==> src/rtl/adc_spi_capture.sv <==
// adc_spi_capture
//   Reads a 12-bit serial ADC over a 3-wire SPI link at a fixed frame rate.
//   A free-running divider paces frames. Each frame lowers CS_N, clocks in
//   16 bits MSB-first on SCLK rising edges, then presents the low 12 bits as
//   a one-cycle strobe.
//
// Parameters
//   CLK_FREQ   system clock frequency in Hz
//   SAMP_RATE  conversion rate in Hz (PERIOD = CLK_FREQ/SAMP_RATE clocks)
//   SCLK_HALF  clocks per SCLK half-period
//
// Ports
//   clk             system clock, rising edge
//   rst             asynchronous active-low reset
//   en_i            permits a new frame at the next tick
//   adc_sdata_i     ADC serial data (changes on SCLK falling edges)
//   adc_cs_n_o      ADC chip select, active low
//   adc_sclk_o      ADC serial clock, idles high
//   sample_o        last captured 12-bit raw code
//   sample_valid_o  one-cycle strobe for a new sample_o
//   frame_err_o     one-cycle strobe with sample_valid_o when the leading
//                   four bits of the frame were non-zero
module adc_spi_capture #(
  parameter int unsigned CLK_FREQ  = 50_000_000,
  parameter int unsigned SAMP_RATE = 1_000_000,
  parameter int unsigned SCLK_HALF = 1
) (
  input  logic        clk,
  input  logic        rst,
  input  logic        en_i,
  input  logic        adc_sdata_i,
  output logic        adc_cs_n_o,
  output logic        adc_sclk_o,
  output logic [11:0] sample_o,
  output logic        sample_valid_o,
  output logic        frame_err_o
);

  localparam int unsigned PERIOD = CLK_FREQ / SAMP_RATE;
  localparam int unsigned TW     = (PERIOD > 1) ? $clog2(PERIOD) : 1;
  localparam int unsigned PH_W   = $clog2(2 * SCLK_HALF);

  localparam logic [TW-1:0]   TCNT_LAST = TW'(PERIOD - 1);
  localparam logic [PH_W-1:0] PH_LAST   = PH_W'(2 * SCLK_HALF - 1);
  localparam logic [PH_W-1:0] PH_RISE   = PH_W'(SCLK_HALF);

  // A frame plus the minimum CS_N high time must fit in one period, which
  // also guarantees a tick never lands outside IDLE.
  if (PERIOD < 32 * SCLK_HALF + 3) begin : g_period_check
    $error("adc_spi_capture: PERIOD must be >= 32*SCLK_HALF + 3");
  end

  typedef enum logic [1:0] {IDLE, SETUP, SHIFT} state_t;

  state_t          state, state_d;
  logic [TW-1:0]   tcnt;
  logic            tick;
  logic [3:0]      bit_cnt, bit_cnt_d;
  logic [PH_W-1:0] ph, ph_d;
  logic [15:0]     shift, shift_d;
  logic            cs_n_d, sclk_d, valid_d, err_d;
  logic [11:0]     sample_d;

  // Free-running frame divider, independent of en_i.
  always_ff @(posedge clk or negedge rst) begin
    if (!rst) begin
      tcnt <= '0;
    end else if (tcnt == TCNT_LAST) begin
      tcnt <= '0;
    end else begin
      tcnt <= tcnt + TW'(1);
    end
  end

  assign tick = (tcnt == '0);

  always_ff @(posedge clk or negedge rst) begin
    if (!rst) begin
      state          <= IDLE;
      bit_cnt        <= '0;
      ph             <= '0;
      shift          <= '0;
      adc_cs_n_o     <= 1'b1;
      adc_sclk_o     <= 1'b1;
      sample_o       <= '0;
      sample_valid_o <= 1'b0;
      frame_err_o    <= 1'b0;
    end else begin
      state          <= state_d;
      bit_cnt        <= bit_cnt_d;
      ph             <= ph_d;
      shift          <= shift_d;
      adc_cs_n_o     <= cs_n_d;
      adc_sclk_o     <= sclk_d;
      sample_o       <= sample_d;
      sample_valid_o <= valid_d;
      frame_err_o    <= err_d;
    end
  end

  // All outputs are registered; the values below are what they take after
  // the coming edge. ph counts clocks within a bit-period: SCLK is driven
  // low for ph < SCLK_HALF and high for the rest, and data is captured on
  // the edge that raises SCLK.
  always_comb begin
    state_d   = state;
    bit_cnt_d = bit_cnt;
    ph_d      = ph;
    shift_d   = shift;
    cs_n_d    = adc_cs_n_o;
    sclk_d    = adc_sclk_o;
    sample_d  = sample_o;
    valid_d   = 1'b0;
    err_d     = 1'b0;
    case (state)
      IDLE: begin
        if (tick && en_i) begin
          cs_n_d  = 1'b0;
          state_d = SETUP;
        end
      end
      SETUP: begin
        state_d   = SHIFT;
        bit_cnt_d = '0;
        ph_d      = '0;
        sclk_d    = 1'b0;
      end
      SHIFT: begin
        if (ph == PH_LAST) begin
          if (bit_cnt == 4'd15) begin
            cs_n_d   = 1'b1;
            sclk_d   = 1'b1;
            sample_d = shift[11:0];
            valid_d  = 1'b1;
            err_d    = |shift[15:12];
            state_d  = IDLE;
          end else begin
            bit_cnt_d = bit_cnt + 4'd1;
            ph_d      = '0;
            sclk_d    = 1'b0;
          end
        end else begin
          ph_d = ph + PH_W'(1);
          if (ph_d == PH_RISE) begin
            sclk_d  = 1'b1;
            shift_d = {shift[14:0], adc_sdata_i};
          end
        end
      end
      default: state_d = IDLE;
    endcase
  end

endmodule

==> config.mk <==
export PLATFORM = sky130hd
export DESIGN_NAME = adc_spi_capture
export DESIGN_NICKNAME = d
export VERILOG_FILES = /design/src/rtl/adc_spi_capture.sv
export SDC_FILE = /design/constraint.sdc
export NUM_CORES = 1
export LEC_CHECK = 0
export CAP_MARGIN = 20
export CORE_MARGIN = 10
export CORE_UTILIZATION = 40
export CTS_BUF_LIST = sky130_fd_sc_hd__clkbuf_4
export CTS_CLUSTER_DIAMETER = 50
export CTS_CLUSTER_SIZE = 20
export DETAILED_ROUTE_END_ITERATION = 16
export HOLD_SLACK_MARGIN = 0.02
export PLACE_DENSITY = 0.62
export SETUP_SLACK_MARGIN = 0.4
export SLEW_MARGIN = 25
export SYNTH_ARGS = -nofsm -noshare
export SYNTH_HDL_FRONTEND = slang
export SYNTH_SLANG_ARGS = --single-unit
==> constraint.sdc <==
create_clock -name clk -period 2.75 [get_ports clk]
set_input_delay 0.6875 -clock clk [delete_from_list [all_inputs] [get_ports clk]]
set_output_delay 0.6875 -clock clk [all_outputs]
set_load 0.02 [all_outputs]
After elaboration in Yosys (flattened, before gate mapping):

Cells that the tools add are included.

* register bits after elaboration: 45
* input port bits: 4
* output and inout port bits: 16
* word-level logic and storage cells: 58

* add/sub/neg operators: 3
* equal/unequal tests: 9
* mux-type cells: 23
* bitwise operators: 1
* reductions and logical operators: 12

Operators by type and width (count)
* 2-to-1 mux 1 bit: 12
* AND reduction 3 bit: 4
* 2-to-1 mux 4 bit: 2
* inequality test 2 bit (second input constant): 4
* case mux 4 bit (2 select lines): 1
* adder 6 x 1 -> 6 bit (second input constant): 1
* == test 6 bit (second input constant): 1
* logical NOT 6 bit: 1
* 2-to-1 mux 2 bit: 3
* 2-to-1 mux 6 bit: 1
* case mux 1 bit (2 select lines): 3
* case mux 2 bit (3 select lines): 1
* adder 4 x 1 -> 4 bit (second input constant): 1
* == test 4 bit (second input constant): 1
* AND reduction 4 bit: 1
* nonzero test 2 bit: 2
* OR reduction 4 bit: 1
* inequality test 3 bit (second input constant): 1
* == test 2 x 1 -> 1 bit (second input constant): 1
* == test 2 bit (second input constant): 1
* logical NOT 2 bit: 1
* AND reduction 2 bit: 1
* adder 1 bit (second input constant): 1
* logical AND 1 bit: 1
* inverter 1 bit: 1

Depth between registers and ports, before layout:

* word-level depth: 4
* depth in mapped cells: 7
* depth with buffers taken out: 5

Worst setup path before layout:

Ideal clock, no wire load.

* path kind: register to register
* from: register state[0]
* to: register shift[10]
* library setup time: 0.125 ns
* arrival time: 1.652 ns
* path slack: 0.973 ns
* cell stages (with the launch flop): 7
* path buffers: 1
* period minus slack after synthesis: 1.777 ns
* cell sequence: dfrtp_1 inv_1 ha_1 inv_1 nor2_1 buf_2 mux2_2

* word-level cells in the longest chain between the ends: 2

Ends and longest elaborated chain
* from (decl): RTL line 55 `state_t state, state_d;`
* from (signal assigned): RTL line 89 `state <= state_d;`
* == test 2 bit: RTL line 115 `case (state)`
* AND reduction 3 bit (no line)
* to (signal assigned): RTL line 92 `shift <= shift_d;`
* to (decl): RTL line 60 `logic [15:0] shift, shift_d;`

Every way passes these cells.
A chain may end at the register's enable or synchronous reset.

Worst setup path in the final report:

* from: register adc_cs_n_o
* to: output port adc_cs_n_o

RTL lines
* from (decl): RTL line 32 `output logic adc_cs_n_o,`
* from (signal assigned): RTL line 93 `adc_cs_n_o <= cs_n_d;`

No word-level cell between the ends.

==> impl_metrics.toml <==
[critical_path]
critPathBufInv = 1
startpoint_type = "register"
endpoint_kind = "primary output"
cp_slowest_cell = "clkdlybuf4s50_1"
worstSetupPathType = "register to primary output"
required_ns = 2.06
cpPeakStageDelay_ns = 0.61
critPathArrivalTime_ns = 1.56
worstPathCellList = "clkdlybuf4s50_1"
cp_top_family = "buffers and inverters"
critPathMaxFanout = 3

[power]
irDropWorstVdd_mv = 0.186
p_leak_nw = 0.993
p_per_area_mw_per_mm2 = 472
power_mw = 1.09

[yosys]
syn_area_mm2 = 0.00197
synth_fp_nets = 164
ys.flop_type = "dfrtp_1"
syn_avg_cell_area_um2 = 13.0
synth-seq-cells = 45
async_flop_share = 1.00
syn-instance-count = 152
yosysSeqAreaShare = 0.573
yosys_warnings = 0
yosysTopAreaCell = "dfrtp_1"
synth.most_common_cell = "dfrtp_1"
yosysUniqueCellTypes = 35
synth_top_area_frac = 0.546
synth_common_cells = "dfrtp_1 (43), mux2_2 (29), inv_1 (11)"
synth_edf_count = 0
synthTopCellsByArea = "dfrtp_1 (55%), mux2_2 (17%), ha_1 (5.1%)"

[cells_and_area]
drive_above_1_share = 0.274
fin_cells = 246
final_nets = 190
diodes = 0
area_growth_pct = 17.5
post-route-util = 0.487

[sta]
slew_headroom = 0.635
fin_skew_ns = 0.0209
fin_crit_sh = 0.817
fmax_ghz = 0.445
rsz0062_at_grt = "no"
finalSetupTns_ns = 0
final_hold_viol_count = 0
finalSetupViolCount = 0
period_needed_ns = 2.25
drv_slew = 0
worstMarginPinSlew_ns = 0.547

[global_route]
grt_pass1_wl_um = 6150
grt_util_all_layers = 0.0907
grt_max_degree = 46
grt_pass1_vias = 1338
grt_overflow = 0
antenna_found_initial = 0

[clock_tree]
clk_path_buf_depth = 2
cts_sinks = 45
cts_tree = "yes"
clk_pin_slew_worst_paths_ns = 0.14
clk_latency_ns = 0.37
cts.htree.levels = 2
clockRootBuffer = "clkbuf_4"
post_cts_buffers = 0
cts_made_buffers = 5

[placement]
io_buffers = 19
dpl.hpwl_um = 2570
dp_cells = 238
gp_congestion = 0.772

[floorplan]
io_pins = 20
die_w_um = 90.2
dieArea_mm2 = 0.00813
start_util = 0.414
core_mm2 = 0.00475
die_y_um = 90.2
rows = 25

[run]
max-cap-violations = 0

[routing]
drt-total-wl_um = 3530
ant_nets = 0
wl_per_cell_um = 14.4
via_per_inst = 5.15
drc = 0
first_iter_violations = 55
via_count = 1267
first_pass_iters = 4

[outcome]
status = "finished clean"

[worst_hold_path]
hold_path.class = "input pin to asynchronous set/reset pin"
registers in the layout, summed over array words and instances (netlist names):
name and cells:
shift 16, sample_o 12, tcnt 6, bit_cnt 4, state 2, adc_cs_n_o 1, adc_sclk_o 1, frame_err_o 1
ph 1, sample_valid_o 1
per-stage QoR:
stage | hold WS, ns | area [um2] | worst slack, ns
after floorplan | 0.392 | 1970 | 0.973
after global placement | 0.467 | 2250 | 0.607
after detailed placement | 0.477 | 2250 | 0.520
after CTS | 0.472 | 2310 | 0.479
after global routing | 0.310 | 2310 | 0.440
final | 0.285 | 2310 | 0.503
cells in the final DEF (no fill, tap or decap), drive strengths merged:
cell type,count
a22oi,1
nand2,8
inv,12
mux2,29
buf,5
o311ai,1
a21oi,4
nand3b,1
o41a,1
ha,8
nand4,2
a311o,1
clkdlybuf4s50,18
nand4b,2
o32a,1
clkinvlp,1
nor2b,3
nor2,5
o22ai,2
clkinv,1
a211o,1
a311oi,1
and4,1
o21a,1
o21ai,3
xnor2,1
nand3,2
dfstp,2
o211ai,3
and3,4
dfrtp,43
o211a,1
or4,2
a22o,1
clkbuf,5
nor3,2
logic make-up after synthesis:
group | synth area share
multiplexers | 0.166
adder cells (fa/ha/maj) | 0.0508
flip-flops | 0.573
XOR/XNOR | 0.00445
AO/OA/AOI/OAI | 0.0832
buffers and inverters | 0.0318
AND/OR/NAND/NOR | 0.0909
where the power goes:
part	switching, mW	internal, mW
registers	0.0128	0.683
logic	0.0331	0.0349
clock network	0.224	0.104
total	0.270	0.822
path summary, 6_finish.rpt:
path	depth (start not counted)	from	slack [ns]	to
min in group clk	2	adc_sclk_o	0.49	adc_sclk_o
setup / recovery	1	adc_cs_n_o	0.50	adc_cs_n_o
setup reg to reg	5	state[0]	0.71	sample_o[7]
max in group asynchronous	2	rst	1.92	adc_sclk_o
hold reg to reg	2	adc_sclk_o	0.49	adc_sclk_o
hold / removal	1	rst	0.29	sample_o[6]
per-layer routing:
layer | share of wire | global-route usage
met1 | 0.40 | 0.0935
met2 | 0.52 | 0.160
met3 | 0.048 | 0.0274
met4 | 0.025 | 0.0517
met5 | 0 | 0
area by class of cell:
class	count	area (um2)
Clock inverter	3	25.0
Clock buffer	5	37.5
Sequential cell	45	1130
Timing Repair Buffer	23	218
Tap cell	67	83.8
Multi-Input combinational cell	92	779
Inverter	11	41.3
Fill cell	448	2440
repair_timing:
| item | 4_1_cts | 5_1_grt |
|---|---|---|
| gates resized for setup | 0 | 1 |
| hold buffers | 0 | 0 |
| endpoints found under the setup margin | 0 | 12 |
| endpoints found under the hold margin | 0 | 0 |
Note: power is estimated with default switching activity, not from simulation.
